[config.mk]
export PLATFORM = sky130hd
export DESIGN_NAME = dcache_ctrl_flat
export DESIGN_NICKNAME = d
export VERILOG_FILES = /design/src/rtl/dcache_ctrl_if.sv /design/src/rtl/dcache_ctrl.sv /design/src/flat_wrapper.sv
export SDC_FILE = /design/constraint.sdc
export NUM_CORES = 2
export LEC_CHECK = 0
export CORE_MARGIN = 4
export CORE_UTILIZATION = 35
export CTS_CLUSTER_DIAMETER = 120
export CTS_CLUSTER_SIZE = 16
export DETAILED_ROUTE_END_ITERATION = 10
export HOLD_SLACK_MARGIN = 0.15
export PLACE_DENSITY = 0.57
export SETUP_SLACK_MARGIN = 0.05
export SLEW_MARGIN = 30
export SYNTH_ARGS = -nofsm -noshare
export SYNTH_HDL_FRONTEND = slang
export SYNTH_SLANG_ARGS = --single-unit
[constraint.sdc]
create_clock -name clk -period 6 [get_ports clk]
set_input_delay 0.9 -clock clk [delete_from_list [all_inputs] [get_ports clk]]
set_output_delay 0.9 -clock clk [all_outputs]
set_load 0.005 [all_outputs]
[src/rtl/dcache_ctrl_if.sv]
// CPU-side and RAM-side handshake bundle for dcache_ctrl.
// The slave modport is the cache controller's view; master is the environment's view.
interface dcache_ctrl_if;
  logic        cpu_req;
  logic        cpu_we;
  logic [31:0] cpu_addr;
  logic [31:0] cpu_wdata;
  logic [31:0] cpu_rdata;
  logic        cpu_ack;
  logic        cpu_stall;
  logic        mem_cs;
  logic        mem_we;
  logic [31:0] mem_addr;
  logic [31:0] mem_wdata;
  logic [31:0] mem_rdata;
  logic        mem_ack;

  modport slave (
    input  cpu_req, cpu_we, cpu_addr, cpu_wdata,
    output cpu_rdata, cpu_ack, cpu_stall,
    output mem_cs, mem_we, mem_addr, mem_wdata,
    input  mem_rdata, mem_ack
  );

  modport master (
    output cpu_req, cpu_we, cpu_addr, cpu_wdata,
    input  cpu_rdata, cpu_ack, cpu_stall,
    input  mem_cs, mem_we, mem_addr, mem_wdata,
    output mem_rdata, mem_ack
  );
endinterface

[src/rtl/dcache_ctrl.sv]
// Direct-mapped, write-back, write-allocate data cache controller with
// 4-word lines. Hits complete in one cycle; misses write back a dirty line
// and then refill it over a chip-select/ack RAM handshake.
// Optional macro DCACHE_STATS_EN adds hit_count/miss_count outputs.
module dcache_ctrl #(
  parameter int INDEX_WIDTH = 4
) (
  input  logic         clk,
  input  logic         rst_n,
  dcache_ctrl_if.slave bus
`ifdef DCACHE_STATS_EN
  ,
  output logic [31:0]  hit_count,
  output logic [31:0]  miss_count
`endif
);

  localparam int LINES = 1 << INDEX_WIDTH;
  localparam int TAG_W = 28 - INDEX_WIDTH;

  localparam logic [1:0] S_IDLE   = 2'd0;
  localparam logic [1:0] S_WB     = 2'd1;
  localparam logic [1:0] S_REFILL = 2'd2;

  logic [1:0]             state;
  logic [1:0]             cnt;
  logic [LINES-1:0]       valid;
  logic [LINES-1:0]       dirty;
  logic [TAG_W-1:0]       tags [LINES];
  logic [31:0]            data [LINES*4];

  logic [TAG_W-1:0]       req_tag;
  logic [INDEX_WIDTH-1:0] idx;
  logic [1:0]             wsel;
  logic                   hit;
  logic                   lookup;
  logic                   unused_addr_bits;

  assign req_tag          = bus.cpu_addr[31:INDEX_WIDTH+4];
  assign idx              = bus.cpu_addr[INDEX_WIDTH+3:4];
  assign wsel             = bus.cpu_addr[3:2];
  assign unused_addr_bits = ^bus.cpu_addr[1:0];
  assign hit              = valid[idx] && (tags[idx] == req_tag);
  // The ack cycle is skipped so a request still high then is not replayed.
  assign lookup           = (state == S_IDLE) && bus.cpu_req && !bus.cpu_ack;
  assign bus.cpu_stall    = bus.cpu_req & ~bus.cpu_ack;

  // RAM-side outputs: cs drops during the ack cycle so the RAM idles between words.
  always_comb begin
    bus.mem_cs    = 1'b0;
    bus.mem_we    = 1'b0;
    bus.mem_addr  = '0;
    bus.mem_wdata = '0;
    case (state)
      S_WB: begin
        bus.mem_cs    = ~bus.mem_ack;
        bus.mem_we    = 1'b1;
        bus.mem_addr  = {tags[idx], idx, cnt, 2'b00};
        bus.mem_wdata = data[{idx, cnt}];
      end
      S_REFILL: begin
        bus.mem_cs    = ~bus.mem_ack;
        bus.mem_addr  = {req_tag, idx, cnt, 2'b00};
      end
      default: ;
    endcase
  end

  // Data and tag arrays: store hits and refill words; not reset.
  always_ff @(posedge clk) begin
    if (lookup && hit && bus.cpu_we)
      data[{idx, wsel}] <= bus.cpu_wdata;
    if (state == S_REFILL && bus.mem_ack) begin
      data[{idx, cnt}] <= bus.mem_rdata;
      if (cnt == 2'd3)
        tags[idx] <= req_tag;
    end
  end

  // Controller FSM, line status bits and CPU response registers.
  always_ff @(posedge clk or negedge rst_n) begin
    if (!rst_n) begin
      state         <= S_IDLE;
      cnt           <= 2'd0;
      valid         <= '0;
      dirty         <= '0;
      bus.cpu_ack   <= 1'b0;
      bus.cpu_rdata <= '0;
    end else begin
      bus.cpu_ack <= 1'b0;
      case (state)
        S_IDLE: begin
          if (lookup) begin
            if (hit) begin
              bus.cpu_ack <= 1'b1;
              if (bus.cpu_we)
                dirty[idx] <= 1'b1;
              else
                bus.cpu_rdata <= data[{idx, wsel}];
            end else begin
              cnt   <= 2'd0;
              state <= (valid[idx] && dirty[idx]) ? S_WB : S_REFILL;
            end
          end
        end
        S_WB: begin
          if (bus.mem_ack) begin
            cnt <= cnt + 2'd1;
            if (cnt == 2'd3)
              state <= S_REFILL;
          end
        end
        S_REFILL: begin
          if (bus.mem_ack) begin
            cnt <= cnt + 2'd1;
            if (cnt == 2'd3) begin
              valid[idx] <= 1'b1;
              dirty[idx] <= 1'b0;
              state      <= S_IDLE;
            end
          end
        end
        default: state <= S_IDLE;
      endcase
    end
  end

`ifdef DCACHE_STATS_EN
  logic refilled;

  // Statistics: a hit after a refill belongs to the miss and is not counted as a hit.
  always_ff @(posedge clk or negedge rst_n) begin
    if (!rst_n) begin
      hit_count  <= '0;
      miss_count <= '0;
      refilled   <= 1'b0;
    end else if (lookup) begin
      if (hit) begin
        if (!refilled)
          hit_count <= hit_count + 32'd1;
        refilled <= 1'b0;
      end else begin
        miss_count <= miss_count + 32'd1;
        refilled   <= 1'b1;
      end
    end
  end
`endif

endmodule
[src/flat_wrapper.sv]
// flat-port wrapper written by rule: the top's interface ports become plain ports
module dcache_ctrl_flat 
#(
  parameter int INDEX_WIDTH = 4
)
  (clk, rst_n, bus_cpu_req, bus_cpu_we, bus_cpu_addr, bus_cpu_wdata, bus_cpu_rdata, bus_cpu_ack, bus_cpu_stall, bus_mem_cs, bus_mem_we, bus_mem_addr, bus_mem_wdata, bus_mem_rdata, bus_mem_ack);
  dcache_ctrl_if bus_i ();
  input  logic clk;
  input  logic rst_n;
  input wire logic [$bits(bus_i.cpu_req)-1:0] bus_cpu_req;
  input wire logic [$bits(bus_i.cpu_we)-1:0] bus_cpu_we;
  input wire logic [$bits(bus_i.cpu_addr)-1:0] bus_cpu_addr;
  input wire logic [$bits(bus_i.cpu_wdata)-1:0] bus_cpu_wdata;
  output wire logic [$bits(bus_i.cpu_rdata)-1:0] bus_cpu_rdata;
  output wire logic [$bits(bus_i.cpu_ack)-1:0] bus_cpu_ack;
  output wire logic [$bits(bus_i.cpu_stall)-1:0] bus_cpu_stall;
  output wire logic [$bits(bus_i.mem_cs)-1:0] bus_mem_cs;
  output wire logic [$bits(bus_i.mem_we)-1:0] bus_mem_we;
  output wire logic [$bits(bus_i.mem_addr)-1:0] bus_mem_addr;
  output wire logic [$bits(bus_i.mem_wdata)-1:0] bus_mem_wdata;
  input wire logic [$bits(bus_i.mem_rdata)-1:0] bus_mem_rdata;
  input wire logic [$bits(bus_i.mem_ack)-1:0] bus_mem_ack;
  assign bus_i.cpu_req = bus_cpu_req;
  assign bus_i.cpu_we = bus_cpu_we;
  assign bus_i.cpu_addr = bus_cpu_addr;
  assign bus_i.cpu_wdata = bus_cpu_wdata;
  assign bus_cpu_rdata = bus_i.cpu_rdata;
  assign bus_cpu_ack = bus_i.cpu_ack;
  assign bus_cpu_stall = bus_i.cpu_stall;
  assign bus_mem_cs = bus_i.mem_cs;
  assign bus_mem_we = bus_i.mem_we;
  assign bus_mem_addr = bus_i.mem_addr;
  assign bus_mem_wdata = bus_i.mem_wdata;
  assign bus_i.mem_rdata = bus_mem_rdata;
  assign bus_i.mem_ack = bus_mem_ack;
  dcache_ctrl #(.INDEX_WIDTH(INDEX_WIDTH)) u_core (.clk(clk), .rst_n(rst_n), .bus(bus_i));
endmodule
==> flow_summary.ini <==
[timing]
fmax_ghz = 0.175
worstMarginPinSlew_ns = 1.04
final_hold_viol_count = 0
maxSlewHeadroom_pct = 30.9
skew_ns = 0.101
period_share_pct = 95.2
min_period_ns = 5.71
finalSetupViolations = 0
rsz0062_at_grt = false
finalMaxSlewViolations = 0

[floorplan]
die_h_um = 577
ioPinCount = 201
dieWidth_um = 577
initial_core_util_pct = 35.2
die_area_sq_mm = 0.333
rows = 208
core_sq_mm = 0.322

[cells_and_area]
final_common_cell = edfxtp_1
post-route-util_pct = 40.4
multi_input_area_sq_mm = 0.0379
seq_area_sq_mm = 0.0748
synthToLayoutAreaGrowth_pct = 14.6
nFillCells = 28400
drive_above_1_share_pct = 35.5
fin_nets = 5835
final_cell_mix = 2,432 x edfxtp_1, 1,243 x mux4_2, 231 x buf_4

[worst_setup_path]
critPathMaxFanout = 21
arrival_ns = 4.81
cp_cell_sequence = buf_12, buf_12, mux4_2, mux2i_1, o22ai_1, o21ai_0, a21oi_1, clkdlybuf4s50_1
path_class = flop to output port
crit_top_cell = buf_12
crit_required_ns = 5.10
critPathMaxStageDelay_ns = 0.88
startpoint_type = flop
cpMaxStageDelayCell = dfrtp_4
cp-end-kind = output port

[worst_hold_path]
hold_path_class = flop to flop

[clocking]
ctsLongestPathBuffers = 4
cts_sinks = 2501
cts_made_buffers = 180
cts_resized = 0
cts-root-buf = clkbuf_16
tritoncts = done
htreeDepth = 4
clk_pin_slew_worst_paths_ns = 0.07
insertion_delay_ns = 0.92

[yosys]
mappedNetlistArea_sq_mm = 0.113
synth_warnings = 0
async_reset_ff_share_pct = 2.76
synthCells = 5390
ys_types = 69
ys_ff_latch = 2501
ys_seq_area_share_pct = 65.9
synth-edff-count = 2432
ys.flop_type = edfxtp_1
avgSynthCellArea_sq_um = 21.0

[placed_design]
gp_congestion = 0.835
hpwl_um = 230000
portBuffers = 196

[grt]
antenna_found_initial = 25
grt_usage_pct = 22.4
gr-total-overflow = 0
grt_pass1_vias = 63700
grt_max_degree = 113
grt_pass1_wl_um = 523000

[route]
first_iter_violations = 8698
drc = 0
first_pass_iters = 5
vias = 63300
wl_per_cell_um = 37.4
drtAntennaViolNets = 0
viasPerCell = 6.23
routed_wl_um = 380000

[pwr]
power_density_mw_per_mm2 = 320
power_w = 0.0416
power.leakage_nw = 39.5
peakVddDrop_mv = 0.259

[job]
maxCapViolations = 0

[run_status]
status = finished clean
==> timing repair <==
action                                  CTS  global route
hold endpoints to repair                 22             0
hold buffers                              1             0
endpoints found under the setup margin    0             4
buffers inserted                          0             1
==> registers in the layout (all words and copies together), names as in the netlist, named ones only <==
signal	cells
u_core.data	2048
u_core.tags	384
u_core.bus.cpu_rdata	32
u_core.valid	16
u_core.cnt	2
u_core.state	2
u_core.bus.cpu_ack	1
==> metrics by stage <==
stage               instance area (sq um)  std cells  TNS [ns]  setup slack, ns  hold WS (ns)
detailed placement                 125000       9851     -2.78          -0.0666         0.451
global placement                   125000       9850         0          0.00370         0.446
CTS                                130000      10100         0            0.127         0.468
floorplan                          113000       5391         0            0.238         0.434
global route                       130000      10200         0            0.105         0.487
finish                             130000      10200         0            0.288         0.468
==> cells in the mapped netlist (6+ instances only) <==
library cell | count | area, sq um
edfxtp_1 | 2432 | 73000
mux4_2 | 1243 | 28000
clkbuf_1 | 235 | 882
mux2i_1 | 188 | 1880
a21oi_1 | 127 | 636
nand2_1 | 124 | 465
mux2_2 | 120 | 1350
a22oi_1 | 115 | 863
buf_1 | 99 | 372
nor2_1 | 97 | 364
o21ai_0 | 90 | 450
dfrtp_1 | 69 | 1730
buf_2 | 61 | 305
nor2b_1 | 28 | 175
o211ai_1 | 28 | 210
a221oi_1 | 23 | 201
o22ai_1 | 21 | 131
and2_1 | 20 | 125
nand3_1 | 20 | 100
o31ai_1 | 20 | 150
xnor2_1 | 20 | 175
or2_2 | 19 | 119
inv_1 | 17 | 63.8
nor3_1 | 14 | 70.1
buf_6 | 13 | 146
a211oi_1 | 12 | 90.1
a22o_1 | 11 | 96.3
mux4_1 | 11 | 289
a21boi_0 | 8 | 60.1
xor2_1 | 8 | 70.1
a41oi_1 | 7 | 61.3
nand4_1 | 7 | 43.8
o21ai_1 | 6 | 30.0
o221ai_1 | 6 | 52.6
or3_1 | 6 | 37.5
==> logic make-up (layout without fill, tap and decap cells) <==
group,after synthesis,after routing,synth area share (%)
AO/OA/AOI/OAI,515,515,2.99
XOR/XNOR,28,28,0.216
adder cells (fa/ha/maj),4,4,0.0441
buffers and inverters,432,881,1.61
flip-flops,2501,2501,65.9
multiplexers,1563,1563,27.8
other,1,19,0.00331
AND/OR/NAND/NOR,346,346,1.41
==> power by group <==
group / total [W] / leakage [nW] / internal [W] / switching (W)
clock: 0.0120 / 2.48 / 0.00577 / 0.00620
combinational: 0.00951 / 14.2 / 0.00435 / 0.00517
sequential: 0.0201 / 22.8 / 0.0200 / 0.000156
==> layout make-up <==
type	count	share of cell area (%)
well taps	4305	4.15
clock inverters	11	0.162
multi-input cells	2458	29.2
clock buffers	281	3.82
flip-flops and latches	2501	57.5
inverters	18	0.0549
repair buffers	571	5.08
diodes	17	0.0327
==> metal layers <==
layer  vias up  track usage (%)  share of wire (%)
li1      24200                -                  -
met1     35100             31.5                 40
met2      3475             35.7                 47
met3       546             4.08                9.3
met4         8             6.64                3.4
met5         -                0              0.012
==> critical path: cells and delay by family, from the launching register on <==
family                 cells  cell delay (ns)
AO/OA/AOI/OAI              3             0.98
buffers and inverters      3             1.15
flip-flops                 1             0.88
multiplexers               2             0.91
==> worst paths after layout <==
kind	startpoint	end	slack (ns)	depth (start not counted)
max	u_core.cnt[0]	bus_mem_wdata[28]	0.29	8
min	u_core.valid[2]	u_core.valid[2]	0.47	1
max reg2reg	u_core.tags[13][13]	u_core.data[31][13]	1.33	13
min reg2reg	u_core.valid[2]	u_core.valid[2]	0.47	1
max in group asynchronous	rst_n	u_core.cnt[0]	4.09	3
min in group asynchronous	rst_n	u_core.bus.cpu_rdata[29]	0.61	2
Power figures use the tool's default switching activity.
